### config.mk
export PLATFORM = sky130hd
export DESIGN_NAME = bin2bcd_seq_flat
export DESIGN_NICKNAME = d
export VERILOG_FILES = /design/src/rtl/bin2bcd_seq_pkg.sv /design/src/rtl/bin2bcd_seq_if.sv /design/src/rtl/bin2bcd_seq_digit_adj.sv /design/src/rtl/bin2bcd_seq.sv /design/src/flat_wrapper.sv
export SDC_FILE = /design/constraint.sdc
export NUM_CORES = 1
export LEC_CHECK = 0
export ABC_CLOCK_PERIOD_IN_PS = 3900
export CAP_MARGIN = 5
export CORE_MARGIN = 5
export CORE_UTILIZATION = 44
export CTS_CLUSTER_SIZE = 14
export DETAILED_ROUTE_END_ITERATION = 10
export PLACE_DENSITY = 0.69
export SETUP_SLACK_MARGIN = 0.1
export SYNTH_ARGS = -nofsm -noshare
export SYNTH_HDL_FRONTEND = slang
export SYNTH_HIERARCHICAL = 1
export SYNTH_SLANG_ARGS = --single-unit
### constraint.sdc
create_clock -name clk -period 3.9 [get_ports clk]
set_input_delay 0.78 -clock clk [delete_from_list [all_inputs] [get_ports clk]]
set_output_delay 0.78 -clock clk [all_outputs]
set_load 0.03 [all_outputs]
### src/rtl/bin2bcd_seq_pkg.sv
// Shared constants, state encoding and parameter legality check for the
// sequential double-dabble binary-to-BCD converter.
package bin2bcd_seq_pkg;

  localparam int unsigned BCD_DIGIT_W = 4;
  localparam int unsigned ADJ_THRESH  = 5;
  localparam int unsigned ADJ_ADD     = 3;

  typedef enum logic [1:0] {
    ST_IDLE  = 2'd0,
    ST_SHIFT = 2'd1,
    ST_OUT   = 2'd2
  } state_t;

  // True when DIGITS decimal digits can hold the largest BIN_W-bit value.
  function automatic bit digits_fit(input int unsigned bin_w, input int unsigned digits);
    longint unsigned pow10;
    pow10 = 64'd1;
    for (int unsigned i = 0; i < digits && i < 19; i++) pow10 = pow10 * 64'd10;
    return pow10 > ((64'd1 << bin_w) - 64'd1);
  endfunction

endpackage

### src/rtl/bin2bcd_seq_if.sv
// Valid/ready handshake bundle between a binary producer and the BCD converter.
interface bin2bcd_seq_if #(
  parameter int unsigned BIN_W  = 8,
  parameter int unsigned DIGITS = 3
);
  import bin2bcd_seq_pkg::*;

  logic                          in_valid;
  logic                          in_ready;
  logic [BIN_W-1:0]              bin_in;
  logic                          out_valid;
  logic                          out_ready;
  logic [BCD_DIGIT_W*DIGITS-1:0] bcd_out;
  logic                          busy;

  modport master (
    output in_valid, bin_in, out_ready,
    input  in_ready, out_valid, bcd_out, busy
  );

  modport slave (
    input  in_valid, bin_in, out_ready,
    output in_ready, out_valid, bcd_out, busy
  );
endinterface

### src/rtl/bin2bcd_seq_digit_adj.sv
// One BCD digit correction step: add 3 when the digit is 5 or more so the
// following left shift carries correctly into the next decimal digit.
module bin2bcd_seq_digit_adj
  import bin2bcd_seq_pkg::*;
(
  input  logic [BCD_DIGIT_W-1:0] i_digit,
  output logic [BCD_DIGIT_W-1:0] o_digit_c
);

  always_comb begin
    o_digit_c = i_digit;
    if (i_digit >= BCD_DIGIT_W'(ADJ_THRESH)) o_digit_c = i_digit + BCD_DIGIT_W'(ADJ_ADD);
  end

endmodule

### src/rtl/bin2bcd_seq.sv
// Sequential binary-to-BCD converter: accepts one operand, runs BIN_W
// shift-and-add-3 steps, then holds the packed BCD result until taken.
module bin2bcd_seq
  import bin2bcd_seq_pkg::*;
#(
  parameter int unsigned BIN_W  = 8,
  parameter int unsigned DIGITS = 3
) (
  input logic          clk,
  input logic          rst_n,
  bin2bcd_seq_if.slave bus
);

  localparam int unsigned BCD_W = BCD_DIGIT_W * DIGITS;
  localparam int unsigned CAT_W = BCD_W + BIN_W;
  localparam int unsigned CNT_W = (BIN_W > 1) ? $clog2(BIN_W) : 1;

  if (BIN_W < 1 || BIN_W > 32) begin : g_bad_width
    $error("bin2bcd_seq: BIN_W must be in 1..32");
  end
  if (!digits_fit(BIN_W, DIGITS)) begin : g_bad_digits
    $error("bin2bcd_seq: DIGITS too small for BIN_W");
  end

  state_t             r_state;
  logic               r_in_ready;
  logic               r_out_valid;
  logic               r_busy;
  logic [BIN_W-1:0]   r_bin;
  logic [BCD_W-1:0]   r_bcd;
  logic [CNT_W-1:0]   r_cnt;

  logic [BCD_W-1:0]   w_adj;
  logic [CAT_W-1:0]   w_cat;

  for (genvar g = 0; g < DIGITS; g++) begin : g_adj
    bin2bcd_seq_digit_adj u_adj (
      .i_digit   (r_bcd[g*BCD_DIGIT_W +: BCD_DIGIT_W]),
      .o_digit_c (w_adj[g*BCD_DIGIT_W +: BCD_DIGIT_W])
    );
  end

  // Adjusted digits and remaining binary bits move left together.
  assign w_cat = {w_adj, r_bin} << 1;

  always_ff @(posedge clk or negedge rst_n) begin
    if (!rst_n) begin
      r_state     <= ST_IDLE;
      r_in_ready  <= 1'b1;
      r_out_valid <= 1'b0;
      r_busy      <= 1'b0;
      r_bin       <= '0;
      r_bcd       <= '0;
      r_cnt       <= '0;
    end else begin
      case (r_state)
        ST_IDLE: begin
          if (bus.in_valid && r_in_ready) begin
            r_bin      <= bus.bin_in;
            r_bcd      <= '0;
            r_cnt      <= '0;
            r_in_ready <= 1'b0;
            r_busy     <= 1'b1;
            r_state    <= ST_SHIFT;
          end
        end
        ST_SHIFT: begin
          r_bin <= w_cat[BIN_W-1:0];
          r_bcd <= w_cat[CAT_W-1:BIN_W];
          // Counter stops at BIN_W-1 instead of wrapping on the last step.
          if (r_cnt == CNT_W'(BIN_W - 1)) begin
            r_busy      <= 1'b0;
            r_out_valid <= 1'b1;
            r_state     <= ST_OUT;
          end else begin
            r_cnt <= r_cnt + CNT_W'(1);
          end
        end
        ST_OUT: begin
          if (r_out_valid && bus.out_ready) begin
            r_out_valid <= 1'b0;
            r_in_ready  <= 1'b1;
            r_state     <= ST_IDLE;
          end
        end
        default: begin
          r_in_ready  <= 1'b1;
          r_out_valid <= 1'b0;
          r_busy      <= 1'b0;
          r_state     <= ST_IDLE;
        end
      endcase
    end
  end

  assign bus.in_ready  = r_in_ready;
  assign bus.out_valid = r_out_valid;
  assign bus.busy      = r_busy;
  assign bus.bcd_out   = r_bcd;

endmodule

### src/flat_wrapper.sv
// flat-port wrapper written by rule: the top's interface ports become plain ports
module bin2bcd_seq_flat import bin2bcd_seq_pkg::*;
#(
  parameter int unsigned BIN_W  = 8,
  parameter int unsigned DIGITS = 3
)
  (clk, rst_n, bus_in_valid, bus_bin_in, bus_out_ready, bus_in_ready, bus_out_valid, bus_bcd_out, bus_busy);
  bin2bcd_seq_if #(.BIN_W(BIN_W), .DIGITS(DIGITS)) bus_i ();
  input logic clk;
  input logic rst_n;
  input wire logic [$bits(bus_i.in_valid)-1:0] bus_in_valid;
  input wire logic [$bits(bus_i.bin_in)-1:0] bus_bin_in;
  input wire logic [$bits(bus_i.out_ready)-1:0] bus_out_ready;
  output wire logic [$bits(bus_i.in_ready)-1:0] bus_in_ready;
  output wire logic [$bits(bus_i.out_valid)-1:0] bus_out_valid;
  output wire logic [$bits(bus_i.bcd_out)-1:0] bus_bcd_out;
  output wire logic [$bits(bus_i.busy)-1:0] bus_busy;
  assign bus_i.in_valid = bus_in_valid;
  assign bus_i.bin_in = bus_bin_in;
  assign bus_i.out_ready = bus_out_ready;
  assign bus_in_ready = bus_i.in_ready;
  assign bus_out_valid = bus_i.out_valid;
  assign bus_bcd_out = bus_i.bcd_out;
  assign bus_busy = bus_i.busy;
  bin2bcd_seq #(.BIN_W(BIN_W), .DIGITS(DIGITS)) u_core (.clk(clk), .rst_n(rst_n), .bus(bus_i));
endmodule
# Yosys cells after proc, flatten, opt, wreduce, memory -nomap -nowiden

Cells that the tools add are included.

Flip-flop bits (word level): 28
Input port bits: 12
Logic and storage cells: 57

$add $sub $neg: 4
Order comparisons: 3
Eq/ne operators: 7
Multiplexer cells: 23
Bitwise gates (word level): 3
Reduce and logical (&&, ||, !) cells: 10

Operators with widths:

| cell                                                               | number |
|---|---|
| case mux 12 bit (2 select lines)                                   | 1 |
| case mux 8 bit (2 select lines)                                    | 1 |
| AND reduction 3 bit                                                | 5 |
| greater-or-equal comparator 4 x 3 -> 1 bit (second input constant) | 3 |
| 2-to-1 mux 12 bit                                                  | 1 |
| 2-to-1 mux 3 bit                                                   | 3 |
| case mux 1 bit (3 select lines)                                    | 3 |
| adder 4 x 2 -> 4 bit (second input constant)                       | 2 |
| 2-to-1 mux 4 bit                                                   | 2 |
| 2-to-1 mux 8 bit                                                   | 1 |
| 2-to-1 mux 1 bit                                                   | 6 |
| 2-to-1 mux 2 bit                                                   | 3 |
| inequality test 2 x 1 -> 1 bit (second input constant)             | 3 |
| case mux 2 bit (3 select lines)                                    | 1 |
| case mux 3 bit (2 select lines)                                    | 1 |
| adder 3 x 1 -> 3 bit (second input constant)                       | 1 |
| adder 3 x 2 -> 3 bit (second input constant)                       | 1 |
| equality test 3 bit (second input constant)                        | 1 |
| NOT 1 bit                                                          | 3 |
| equality test 2 x 1 -> 1 bit (second input constant)               | 1 |
| equality test 2 bit (second input constant)                        | 1 |
| logical AND 1 bit                                                  | 2 |
| zero test 2 bit                                                    | 1 |
| inequality test 2 bit (second input constant)                      | 1 |
| 2 further kinds                                                    | 2 |

# Logic depth before layout (Yosys ltp)

Depth in word-level cells: 3
Depth in mapped cells: 6

# Cells and area by module

Netlist, hierarchy kept.

Modules (own cells, without submodules):

| module                | times used | cells each | area each (um^2) | seq. area each (um^2) |
|---|---|---|---|---|
| bin2bcd_seq           | 1          | 102        | 1206.2           | 701.9 |
| bin2bcd_seq_digit_adj | 3          | 16         | 101.3            | 0.0 |

# Least setup slack after synthesis

Ideal clock, no wire load.

Path type: input to register
Start point: input bus_in_valid
End point: register u_core.r_cnt[1]
Arrival time: 1.451 ns
Required time: 3.779 ns
Slack: 2.328 ns
Stages: 4
Path buffers: 1
Cells stage by stage: a21oi_2 > or2_4 > buf_6 > a22o_1

Cells in the longest elaborated chain, start to end: 3

Ends and longest elaborated chain:

| what                                            | line               | source |
|---|---|---|
| from (decl)                                     | flat_wrapper.sv:11 | `input wire logic [$bits(bus_i.in_valid)-1:0] bus_in_valid;` |
| logical AND 1 bit                               | bin2bcd_seq.sv:58  | `if (bus.in_valid && r_in_ready) begin` |
| inequality test 2 x 1 -> 1 bit (no source line) | -                  |  |
| AND reduction 3 bit (no source line)            | -                  |  |
| to (signal assigned)                            | bin2bcd_seq.sv:76  | `r_cnt <= r_cnt + CNT_W'(1);` |
| to (decl)                                       | bin2bcd_seq.sv:31  | `logic [CNT_W-1:0] r_cnt;` |

No other way between the ends.
A chain may end at the register's enable or synchronous reset.

# Final worst setup path

Start point: register u_core.r_in_ready, in the netlist u_core/bus.in_ready
End point: output bus_in_ready

RTL lines:

| what                   | line               | source |
|---|---|---|
| from (decl)            | bin2bcd_seq.sv:26  | `logic r_in_ready;` |
| from (signal assigned) | bin2bcd_seq.sv:49  | `r_in_ready <= 1'b1;` |
| from (signal assigned) | bin2bcd_seq.sv:62  | `r_in_ready <= 1'b0;` |
| from (signal assigned) | bin2bcd_seq.sv:82  | `r_in_ready <= 1'b1;` |
| to (decl)              | flat_wrapper.sv:14 | `output wire logic [$bits(bus_i.in_ready)-1:0] bus_in_ready;` |

No word-level cell between the ends.

==> flow_summary.ini <==
[setup_path]
family_with_the_most_delay_on_the_worst_path = buffers and inverters
timing.critical_path.from_type = register
crit_path_end_kind = primary output
cells_along_the_critical_path = clkdlybuf4s50_1
critical_path_cell_count = 1
critPathMaxFanout = 7
cp_data_arrival_time_ns = 1.63
cp_slowest_stage_delay_ns = 0.69
critPathRequiredTime_ns = 3.12
r2r_depth = 4
path_buf_inv = 1
cpMaxStageDelayCell = clkdlybuf4s50_1
reg2reg_slack_ns = 2.40
worstSetupPathType = register to primary output

[placement]
dp_hpwl_um = 1946
gp_congestion = 0.7957
place.port_buffers = 26

[hold_path]
whs_path_depth = 1
hp-class = register to register

[floorplan]
die_area_sq_um = 4651
rows = 21
io-pin-count = 27
core_area_sq_um = 3311
die_height_um = 68.20
die_wd_um = 68.20
starting_density_pct = 45.01

[timing]
grt_setup_unrepaired = false
setup_total_negative_slack_ns = 0
finClkSkew_ns = 0.004737
final-setup-viol-count = 0
normalized_max_slew_margin_pct = 66.69
fmax_ghz = 0.4145
timing.final.max_slew_violations = 0
final-hold-violation-count = 0
final.min_clock_period_ns = 2.413
tightestPinTransition_ns = 0.4996
final_min_period_over_clock_period_pct = 61.87

[routing]
detail_route.wl_per_cell_um = 12.78
vias_per_cell = 5.106
vias = 1108
detailedRoute.firstIterationViolations = 47
totalWireLength_um = 2774
detail-route-antenna-nets = 0
route.detailed.drc = 0
dr.pass1.iters = 4

[final_layout]
layout-area-overhead-vs-synth_pct = 21.24
nNetsFinal = 192
layout-drive-gt1-share_pct = 6.433
num_antenna_cells = 0

[clock_network]
cts_setup_buffers = 0
post_cts_resized = 0
clk_slew_on_worst_s_h_paths_ns = 0.15
ctsHtreeMaxLevel = 1
number_of_hold_buffers_added_after_cts = 0
clockBufferDepth = 2
tritoncts.num_buffers = 3
clk_latency_ns = 0.32
cts-root-buf = clkbuf_4
tritoncts = yes
numClockSinks = 28

[synthesis]
yosys_warnings = 6
syn-num-nets = 166
synth_area_sq_um = 1490
postSynthAreaPerCell_sq_um = 10.21
postSynthCellCount = 146

[flow_run]
drv_cap = 0

[pwr]
p_total_uw = 1348
power_leakage_uw = 0.0008066
vdd.ir_drop.worst_uv = 383.2
powerDensity_nw_per_um2 = 746.2

[global_route]
via_count_of_the_first_global_routing_pass = 1136
global_route.usage.total_pct = 13.85
wire_length_of_the_first_global_routing_pass_um = 4947
gr-total-overflow = 0
antenna_found_initial = 0
pin_count_of_the_biggest_net_entering_global_routing = 29

[status]
run_status = complete, no violations
state kept, by name (all words and copies together) (netlist names):
signal                count
u_core/bus.bcd_out       12
u_core/bus.busy           1
u_core/bus.in_ready       1
u_core/bus.out_valid      1
u_core/r_bin              8
u_core/r_cnt              3
u_core/r_state            2
metal layers:
metal	global-route usage, %	up-vias	routed length, um
met4	2.978	0	17
met5	0	-	0
met2	22.86	24	1240
li1	-	566	-
met1	18.00	516	1378
met3	3.941	2	138
final timing paths:
| path | from | endpoint |
|---|---|---|
| worst max-delay path | u_core/bus.in_ready$_DFFE_PN1P_ | bus_in_ready |
| worst min-delay path | u_core/r_bin[7]$_DFFE_PN0P_ | u_core/bus.bcd_out[0]$_DFFE_PN0P_ |
| worst max register to register | u_core/r_state[1]$_DFFE_PN0P_ | u_core/r_bin[3]$_DFFE_PN0P_ |
| worst min register to register | u_core/r_bin[7]$_DFFE_PN0P_ | u_core/bus.bcd_out[0]$_DFFE_PN0P_ |
| max in group asynchronous | rst_n | u_core/bus.in_ready$_DFFE_PN1P_ |
| min in group asynchronous | rst_n | u_core/bus.bcd_out[11]$_DFFE_PN0P_ |
cell type report:
type,count,area (sq um)
clock buffer,4,26.28
fill,307,1504
inverter,8,30.03
multi-input combinational,103,715.7
sequential,28,701.9
tap,46,57.56
timing repair buffer,28,275.3
layout by cell type, fill, tap and decap left out:
cell / n
a21oi_1: 3
a22o_1: 14
mux2i_1: 10
nand2_1: 15
nand3_1: 1
inv_1: 8
nor2_1: 5
o22a_1: 1
clkbuf_1: 1
ha_1: 8
a21o_1: 1
a211oi_1: 2
o21ai_0: 15
buf_4: 2
o21ai_1: 8
dfstp_2: 1
clkbuf_4: 3
nor2b_1: 1
a21oi_2: 4
o2bb2ai_1: 1
dfrtp_1: 27
a31oi_1: 1
nand2b_1: 7
xnor2_1: 3
or2_4: 1
a41oi_1: 1
a21boi_0: 1
clkdlybuf4s50_1: 26
power breakdown:
group	switching, uW	internal [uW]	leakage (uW)
Clock	83.8	40.1	0.0000150
Combinational	382	331	0.000441
Sequential	114	397	0.000350
Total	579	769	0.000807
metrics by stage:
stage / util [%] / instance area [sq um] / worst slack [ns] / hold slack [ns] / instances
after floorplan: - / 1490 / 2.328 / 0.4595 / 146
after global placement: 53.78 / 1780 / 1.712 / 0.4762 / 213
after detailed placement: 53.78 / 1780 / 1.677 / 0.4773 / 213
after CTS: 54.57 / 1807 / 1.471 / 0.5139 / 217
after global routing: 54.57 / 1807 / 1.413 / 0.5468 / 217
final: 54.57 / 1807 / 1.487 / 0.5129 / 217
Note: power is estimated with default switching activity, not from simulation.
